### src/rtl/pipe_stage_reg_pkg.sv
// Shared widths and control-field layout for the pipeline stage boundary registers.
package pipe_stage_reg_pkg;

  // Payload/control widths per stage boundary
  localparam int IFID_DATA_W  = 64;   // PC+4, instruction
  localparam int IFID_CTRL_W  = 1;
  localparam int IDEX_DATA_W  = 143;  // PC+4, rs, rt, imm, 3 reg indices
  localparam int IDEX_CTRL_W  = 16;
  localparam int EXMEM_DATA_W = 69;   // ALU result, store data, dest reg
  localparam int EXMEM_CTRL_W = 4;
  localparam int MEMWB_DATA_W = 69;   // mem data, ALU result, dest reg
  localparam int MEMWB_CTRL_W = 2;

  // Control-field bit positions, so every stage packs/unpacks identically
  localparam int CTRL_REGWRITE   = 0;
  localparam int CTRL_MEMREAD    = 1;
  localparam int CTRL_MEMWRITE   = 2;
  localparam int CTRL_MEMTOREG   = 3;
  localparam int CTRL_ALUFUN_LSB = 4;
  localparam int CTRL_ALUFUN_W   = 6;
  localparam int CTRL_PCSRC_LSB  = 10;
  localparam int CTRL_PCSRC_W    = 3;

  // Skid-mode occupancy states; encoding equals the entry count
  typedef enum logic [1:0] {
    OCC_EMPTY = 2'd0,
    OCC_ONE   = 2'd1,
    OCC_TWO   = 2'd2
  } occState_t;

endpackage

### src/rtl/pipe_slot.sv
// One pipeline slot: valid + payload + control, with load/clear.
// Control is masked to zero whenever the slot is invalid so a bubble has no side effects.
import pipe_stage_reg_pkg::*;

module pipe_slot #(
  parameter int                DATA_W   = 32,
  parameter int                CTRL_W   = 16,
  parameter logic [DATA_W-1:0] RST_DATA = '0
) (
  input  logic              clk,
  input  logic              reset,
  input  logic              load,
  input  logic              clear,
  input  logic [DATA_W-1:0] inData,
  input  logic [CTRL_W-1:0] inCtrl,
  output logic              valid,
  output logic [DATA_W-1:0] data,
  output logic [CTRL_W-1:0] ctrl
);

  logic [CTRL_W-1:0] ctrlReg;

  // Clear wins over load; payload survives a clear
  always_ff @(posedge clk or negedge reset) begin
    if (!reset) begin
      valid   <= 1'b0;
      data    <= RST_DATA;
      ctrlReg <= '0;
    end else if (clear) begin
      valid   <= 1'b0;
    end else if (load) begin
      valid   <= 1'b1;
      data    <= inData;
      ctrlReg <= inCtrl;
    end
  end

  assign ctrl = valid ? ctrlReg : '0;

endmodule

### src/rtl/pipe_stage_reg.sv
// Pipeline boundary register with valid/ready handshake, sync flush and
// optional 2-entry skid buffer (SKID=1) that registers in_ready.
import pipe_stage_reg_pkg::*;

module pipe_stage_reg #(
  parameter int                DATA_W   = 32,
  parameter int                CTRL_W   = 16,
  parameter bit                SKID     = 1'b1,
  parameter logic [DATA_W-1:0] RST_DATA = '0
) (
  input  logic              clk,
  input  logic              reset,
  input  logic              flush,
  input  logic              in_valid,
  output logic              in_ready,
  input  logic [DATA_W-1:0] in_data,
  input  logic [CTRL_W-1:0] in_ctrl,
  output logic              out_valid,
  input  logic              out_ready,
  output logic [DATA_W-1:0] out_data,
  output logic [CTRL_W-1:0] out_ctrl,
  output logic [1:0]        occupancy
);

  logic              accept, emit;
  logic              mainLoad, mainClear;
  logic [DATA_W-1:0] mainInData;
  logic [CTRL_W-1:0] mainInCtrl;

  assign accept = in_valid & in_ready;
  assign emit   = out_valid & out_ready;

  pipe_slot #(.DATA_W(DATA_W), .CTRL_W(CTRL_W), .RST_DATA(RST_DATA)) uMain (
    .clk    (clk),
    .reset  (reset),
    .load   (mainLoad),
    .clear  (mainClear),
    .inData (mainInData),
    .inCtrl (mainInCtrl),
    .valid  (out_valid),
    .data   (out_data),
    .ctrl   (out_ctrl)
  );

  if (SKID) begin : gSkid
    occState_t         state;
    logic              inReadyReg;
    logic              skidLoad, skidClear, skidValid;
    logic [DATA_W-1:0] skidData;
    logic [CTRL_W-1:0] skidCtrl;

    pipe_slot #(.DATA_W(DATA_W), .CTRL_W(CTRL_W), .RST_DATA(RST_DATA)) uSkid (
      .clk    (clk),
      .reset  (reset),
      .load   (skidLoad),
      .clear  (skidClear),
      .inData (in_data),
      .inCtrl (in_ctrl),
      .valid  (skidValid),
      .data   (skidData),
      .ctrl   (skidCtrl)
    );

    // Registered ready is only gated by flush, which must block capture immediately
    assign in_ready  = inReadyReg & ~flush;
    assign occupancy = state;

    // Older skid entry always refills main ahead of any new beat
    assign mainInData = skidValid ? skidData : in_data;
    assign mainInCtrl = skidValid ? skidCtrl : in_ctrl;

    // Slot load/clear strobes derived from occupancy and this edge's transfers
    always_comb begin
      mainLoad  = 1'b0;
      skidLoad  = 1'b0;
      mainClear = flush;
      skidClear = flush;
      if (!flush) begin
        case (state)
          OCC_EMPTY: mainLoad = accept;
          OCC_ONE: begin
            mainLoad  = accept & emit;
            skidLoad  = accept & ~emit;
            mainClear = emit & ~accept;
          end
          OCC_TWO: begin
            mainLoad  = emit;
            skidClear = emit;
          end
          default: ;
        endcase
      end
    end

    // Occupancy FSM; in_ready registered from the next occupancy
    always_ff @(posedge clk or negedge reset) begin
      if (!reset) begin
        state      <= OCC_EMPTY;
        inReadyReg <= 1'b1;
      end else if (flush) begin
        state      <= OCC_EMPTY;
        inReadyReg <= 1'b1;
      end else begin
        case (state)
          OCC_EMPTY: if (accept) state <= OCC_ONE;
          OCC_ONE: begin
            if (accept & ~emit) begin
              state      <= OCC_TWO;
              inReadyReg <= 1'b0;
            end else if (emit & ~accept) begin
              state      <= OCC_EMPTY;
            end
          end
          OCC_TWO: begin
            if (emit) begin
              state      <= OCC_ONE;
              inReadyReg <= 1'b1;
            end
          end
          default: begin
            state      <= OCC_EMPTY;
            inReadyReg <= 1'b1;
          end
        endcase
      end
    end
  end else begin : gNoSkid
    // Single register: ready whenever the slot frees up this edge
    assign in_ready   = (~out_valid | out_ready) & ~flush;
    assign occupancy  = {1'b0, out_valid};
    assign mainInData = in_data;
    assign mainInCtrl = in_ctrl;
    assign mainLoad   = accept;
    assign mainClear  = flush | (emit & ~accept);
  end

endmodule

### config.mk
export PLATFORM = sky130hd
export DESIGN_NAME = pipe_stage_reg
export DESIGN_NICKNAME = d
export VERILOG_FILES = /design/src/rtl/pipe_stage_reg_pkg.sv /design/src/rtl/pipe_slot.sv /design/src/rtl/pipe_stage_reg.sv
export SDC_FILE = /design/constraint.sdc
export NUM_CORES = 1
export LEC_CHECK = 0
export BUFFER_PORTS_ARGS = -buffer_cell sky130_fd_sc_hd__buf_2
export CORE_ASPECT_RATIO = 0.7
export CORE_MARGIN = 10
export CORE_UTILIZATION = 58
export DETAILED_ROUTE_END_ITERATION = 10
export MAX_ROUTING_LAYER = met4
export PLACE_DENSITY = 0.85
export SYNTH_ARGS = -nofsm -noshare
export SYNTH_HDL_FRONTEND = slang
export SYNTH_SLANG_ARGS = --single-unit
### constraint.sdc
create_clock -name clk -period 3.2 [get_ports clk]
set_clock_uncertainty 0.05 [all_clocks]
set_input_delay 0.32 -clock clk [delete_from_list [all_inputs] [get_ports clk]]
set_output_delay 0.32 -clock clk [all_outputs]
set_load 0.01 [all_outputs]
==> out/metrics.yaml, run 1 <==
clock_tree:
  ctsResizeCount: 0
  clock_sinks: 101
  clk_pin_slew_ns: 0.07
  cts-root-buf: "clkbuf_16"
  cts_buffers: 9
  cts_hold_buf: 1
  clock_path_buffers: 2
  htree_levels: 3
  tritoncts: "yes"
  clk_latency_ns: 0.34
  cts_setup_buffers: 0
synth:
  syn_nets: 358
  synthTopCellsByArea: "dfrtp_1 54%, mux2_2 30%, mux2_4 6.5%"
  synth_top_family_by_area: "multiplexers"
  yosys.area_share.simple_pct: 3.93
  netlist_area_sq_um: 4620
  yosys_warnings: 0
  synthXorXnorAreaFrac_pct: 0
  syn_inst: 305
  synth_seq_cells: 101
  synth-edff-count: 0
  synth-compound-area-share_pct: 1.87
  synth-adder-area-share_pct: 0
  synth_ff_type: "dfrtp_1"
  yosys.area.top_type: "dfrtp_1"
  muxShareOfSynthArea_pct: 36.9
  ys_seq_area_share_pct: 54.7
  ys_types: 30
  avgSynthCellArea_sq_um: 15.2
  synth_common_cells: "124 x mux2_2, 100 x dfrtp_1, 20 x mux2_4"
  async_flop_share_pct: 100
  synth_top_cell_area_share_pct: 54.1
  yosysMostFrequentCell: "mux2_2"
sta:
  rsz0062_at_grt: "false"
  finalCritPeriodShare_pct: 67.0
  worst_pin_slew_ns: 0.736
  max_freq_ghz: 0.467
  finalMaxSlewViolations: 0
  setup_tns_ns: 0
  setup_viol: 0
  period_needed_ns: 2.14
  relSlewSlack_pct: 50.9
  hold_viol_final: 0
global_routing:
  antenna_found_initial: 0
  grt_pass1_vias: 3200
  grt_pass1_wl_um: 16100
  overflow: 0
  grt_max_degree: 56
  grt_use_total_pct: 17.3
worst_hold_path:
  hold_start: "in_data[15]"
  hold_path.class: "input port to flip-flop"
worst_setup_path:
  crit_start: "gSkid.inReadyReg"
  worstReg2RegStart: "gSkid.inReadyReg"
  crit_path_end_kind: "flip-flop"
  path_delay_family: "flip-flops"
  cp-start-kind: "flip-flop"
  path_max_fanout: 37
  critPathMaxStageDelay_ns: 0.59
  path_buf_inv: 1
  crit_type: "flip-flop to flip-flop"
  cp_data_arrival_time_ns: 2.31
  crit_chain: "nand4bb_1 -> o22ai_4 -> buf_12 -> mux2_2"
  crit_required_ns: 3.37
  slowest_stage: "dfstp_2"
power:
  powerDensity_nw_per_um2: 847
  p_leak_uw: 0.00257
  peakVddDrop_v: 0.000596
floorplanning:
  core-area_sq_um: 7800
  die_x_um: 127
  ios: 105
  rows: 27
  die-height_um: 94.7
  dieArea_sq_um: 12000
  start_util_pct: 59.2
finish:
  finalInstanceArea_sq_um: 5540
  drive_gt1_share_pct: 66.6
  fill_cells: 556
  area_delta_synth_final_pct: 19.9
  diodes: 0
  nNetsFinal: 464
  final-instance-count-excl-fill: 517
placed_design:
  place_area_sq_um: 5260
  gp_congestion: 0.792
  dp_cells: 500
  place.detailed.hpwl_um: 6890
  port_buffers: 104
routing:
  route.antenna.remaining_nets: 0
  avgViaCountPerCell: 5.43
  wl_per_cell_um: 18.9
  first_pass_iters: 4
  drc_errors: 0
  via_count: 2806
  drtIter0Drc: 158
  wl_um: 9750
flow_run:
  drv_cap: 0
outcome:
  status: "complete, no violations"
[registers in the layout, summed over array words and instances, names as in the netlist]
| register | count |
|---|---|
| gSkid.inReadyReg | 1 |
| gSkid.uSkid.ctrlReg | 16 |
| gSkid.uSkid.data | 32 |
| gSkid.uSkid.valid | 1 |
| occupancy | 2 |
| uMain.ctrlReg | 16 |
| uMain.data | 32 |
| uMain.valid | 1 |
[worst paths after layout]
path	endpoint	slack (ns)	cells past startpoint
setup / recovery	uMain.data[22]	1.06	4
hold / removal	gSkid.uSkid.data[15]	0.17	2
setup reg to reg	uMain.data[22]	1.06	4
hold reg to reg	gSkid.uSkid.data[30]	0.45	1
max in group asynchronous	gSkid.uSkid.ctrlReg[12]	1.89	3
min in group asynchronous	gSkid.uSkid.data[16]	0.52	2
[cells by family (layout without fill, tap and decap cells)]
kind of cell,after synthesis,count (layout)
compound gates,11,11
buf+inv,19,130
flops,101,101
mux,145,145
simple gates,29,29
[worst reg2reg max path, delay by kind of cell (launching register included)]
family / cells / cell delay, ns
buf+inv: 1 / 0.34
flops: 1 / 0.59
mux: 1 / 0.38
simple gates: 1 / 0.18
compound gates: 1 / 0.48
[layout by cell type, fill, tap and decap left out, drive strengths merged]
cell type and instances:
nor2 3, inv 2, nand4b 1, a21o 1, dfstp 1, nand2b 1
dfrtp 100, a211oi 3, a21boi 1, clkinvlp 2, nand2 2, o22ai 1
mux2 144, clkinv 4, and3b 1, nand3 1, clkbuf 10, buf 111
or2 1, o31ai 1, and2 16, nand4bb 1, a21oi 1, dlygate4sd3 1
a311oi 1, mux2i 1, nor4bb 1, nor2b 1, o21ai 2
[stage by stage]
step / setup WS [ns] / util (%) / total power [uW] / hold WS [ns]
floorplan: 1.48 / - / 3160 / -0.0256
CTS: 1.03 / 71.0 / 4760 / 0.159
detailed placement: 1.05 / 67.3 / 3740 / 0.369
global placement: 1.12 / 67.3 / 3630 / 0.355
finish: 1.06 / 71.0 / 4700 / 0.171
global route: 0.945 / 71.0 / 4990 / 0.162
[final cells by class]
| cell class | count | area [sq um] | area share, % |
|---|---|---|---|
| timing repair buffer | 112 | 611 | 11.0 |
| clock buffer | 10 | 239 | 4.31 |
| clock inverter | 6 | 38.8 | 0.700 |
| sequential | 101 | 2530 | 45.6 |
| tap | 101 | 126 | 2.28 |
| inverter | 2 | 7.51 | 0.135 |
| multi-input combinational | 185 | 1990 | 35.9 |
[routing by layer]
layer / track usage (%) / vias to the layer above / routed length [um]
met5: - / - / 0
met1: 20.7 / 1426 / 4450
met2: 26.9 / 72 / 4630
li1: - / 1301 / -
met3: 6.66 / 7 / 601
met4: 4.44 / 0 / 63
[power by group]
part | leakage, uW | switching [uW] | total (uW) | internal, uW
Clock | 0.000134 | 460 | 1000 | 545
Sequential | 0.00121 | 338 | 2240 | 1900
Combinational | 0.00123 | 568 | 1450 | 884
Total | 0.00257 | 1370 | 4700 | 3330
Power figures use the tool's default switching activity.
==> run 2: changes to the inputs <==
Settings changed: ABC_AREA set to 1, CORE_UTILIZATION 58 to 54, PLACE_DENSITY 0.85 to 0.8.
Clock period 3.2 ns to 2.2 ns, I/O delays scaled along.
==> run 2 against run 1 <==
  * Worst hold slack worse by 0.077 ns
  * Setup slack got worse by 0.62 ns
  * Cell area rose by 0.32%
  * Combinational power rose by 6%
  * Wire length rose by 17%
  * Synthesized cell count rose by 93%
  * First-iteration DRC count is 110% higher
  * Cell count up 53%
  * Count of clock-buffer cells in the layout is the same
  * Area after synthesis shrank 0.11%
  * Critical path depth rose by 3
  * Critical path type unchanged
  * Critical endpoint is now gSkid.uSkid.data[7]
  * Highest routed layer unchanged
==> out/metrics.yaml, run 2 <==
worst_hold_path:
  hold_path.class: "input port to flip-flop"
synth:
  synth-edff-count: 0
  avgSynthCellArea_sq_um: 7.83
  muxShareOfSynthArea_pct: 0
  synth-compound-area-share_pct: 11.2
  yosysMostFrequentCell: "nand2_1"
  yosys_warnings: 0
  synthTopCellsByArea: "dfrtp_1 54%, nand2_1 18%, o21ai_0 11%"
  netlist_area_sq_um: 4620
  syn_inst: 590
  synth_ff_type: "dfrtp_1"
  yosys.area.top_type: "dfrtp_1"
  async_flop_share_pct: 100
  synth_common_cells: "218 x nand2_1, 101 x o21ai_0, 100 x dfrtp_1"
  yosys.area_share.simple_pct: 24.4
  syn_nets: 643
  synth-adder-area-share_pct: 0
  ys_seq_area_share_pct: 54.8
  ys_types: 16
  synth_seq_cells: 101
  synth_top_cell_area_share_pct: 54.2
  synth_top_family_by_area: "simple AND/OR/NAND/NOR gates"
  synthXorXnorAreaFrac_pct: 0
worst_setup_path:
  crit_path_frequent_cell: "nand2_1"
  crit_chain: "inv_1 -> nand2_1 -> nor2_1 -> nand3_2 -> buf_4 -> nand2_1 -> o21ai_0"
  crit_path_end_kind: "flip-flop"
  crit_type: "flip-flop to flip-flop"
  cp_data_arrival_time_ns: 1.93
  path_buf_inv: 2
  path_max_fanout: 32
  path_delay_family: "simple AND/OR/NAND/NOR gates"
  cp-start-kind: "flip-flop"
  crit_required_ns: 2.37
  critPathMaxStageDelay_ns: 0.38
  slowest_stage: "dfrtp_1"
sta:
  finalCritPeriodShare_pct: 80.2
  relSlewSlack_pct: 62.1
  setup_slack_ns: 0.437
  worst_pin_slew_ns: 0.569
  finalMaxSlewViolations: 0
  hold_viol_final: 0
  setup_viol: 0
  max_freq_ghz: 0.567
  setup_tns_ns: 0
  rsz0062_at_grt: "false"
  period_needed_ns: 1.76
clock_tree:
  clk_pin_slew_ns: 0.07
  tritoncts: "yes"
  clock_sinks: 101
  cts-root-buf: "clkbuf_16"
  cts_buffers: 9
  clock_path_buffers: 2
  cts_hold_buf: 1
  cts_setup_buffers: 0
  ctsResizeCount: 0
  htree_levels: 3
  clk_latency_ns: 0.34
power:
  powerDensity_nw_per_um2: 1140
  total_power_uw: 6350
  peakVddDrop_v: 0.000534
  p_leak_uw: 0.00317
routing:
  first_pass_iters: 6
  wl_um: 11400
  route.antenna.remaining_nets: 0
  avgViaCountPerCell: 5.10
  drtIter0Drc: 324
  via_count: 4041
  drc_errors: 0
  wl_per_cell_um: 14.4
placed_design:
  place_area_sq_um: 5230
  gp_congestion: 0.890
  place.detailed.hpwl_um: 8050
  place_ws_ns: 0.435
  port_buffers: 104
global_routing:
  grt_pass1_wl_um: 18800
  antenna_found_initial: 0
  overflow: 0
  grt_use_total_pct: 18.6
  grt_max_degree: 53
  grt_pass1_vias: 3900
floorplanning:
  rows: 28
  dieArea_sq_um: 12700
  core-area_sq_um: 8370
  ios: 105
  die-height_um: 97.4
  start_util_pct: 55.1
  die_x_um: 131
finish:
  drive_gt1_share_pct: 20.7
  final_common_cell: "nand2_1"
  finalInstanceArea_sq_um: 5560
  nNetsFinal: 735
  diodes: 0
  top_regs: "gSkid.uSkid.data x32, uMain.data x32"
  final_cell_mix: "217 x nand2_1, 103 x buf_2, 101 x o21ai_0, 99 x dfrtp_1, 68 x inv_1"
  area_delta_synth_final_pct: 20.4
outcome:
  status: "complete, no violations"
flow_run:
  drv_cap: 0
-- run 2: worst min-delay path, stage by stage --
cell and delay, ns:
buf_2 0.09, inv_1 0.05, o21ai_0 0.08
-- run 2: per-layer routing --
| metal | share of wire, % | vias up | GRT usage (%) |
|---|---|---|---|
| met2 | 47 | 135 | 28.5 |
| met3 | 7.6 | 13 | 5.67 |
| met4 | 0.83 | 0 | 4.26 |
| li1 | - | 2022 | - |
| met1 | 44 | 1871 | 23.8 |
| met5 | 0 | - | - |
-- run 2: stage by stage --
stage                     hold slack [ns]  util [%]  instances
after floorplan                    -0.126         -        590
after global placement              0.173      62.5        775
after detailed placement            0.185      62.5        775
after CTS                          0.0879      66.4        792
after global routing                0.109      66.4        792
final                              0.0937      66.4        792
-- run 2: final cells by class --
cell class | count | area [sq um]
Sequential cell | 101 | 2530
Fill cell | 711 | 2810
Timing Repair Buffer | 119 | 663
Clock inverter | 6 | 87.6
Tap cell | 105 | 131
Inverter | 70 | 263
Clock buffer | 10 | 229
Multi-Input combinational cell | 381 | 1660
-- run 2: cells by family (layout without fill, tap and decap cells) --
group	count (synthesis)	in the layout
buf+inv	108	205
flops	101	101
simple gates	278	278
compound gates	103	103
-- run 2: path summary, 6_finish.rpt --
check	to	start	cells after the start	slack [ns]
setup / recovery	gSkid.uSkid.data[7]	occupancy[1]	7	0.44
hold / removal	gSkid.uSkid.data[15]	in_data[15]	3	0.09
setup reg to reg	gSkid.uSkid.data[7]	occupancy[1]	7	0.44
hold reg to reg	uMain.data[0]	uMain.data[0]	2	0.41
max in group asynchronous	occupancy[1]	reset	3	1.05
min in group asynchronous	uMain.data[18]	reset	2	0.33
-- run 2: report_power, final --
group / leakage, uW / internal [uW] / total (uW) / switching, uW
clock network: 0.000156 / 997 / 1680 / 687
logic: 0.00174 / 627 / 1540 / 914
registers: 0.00127 / 2660 / 3120 / 459
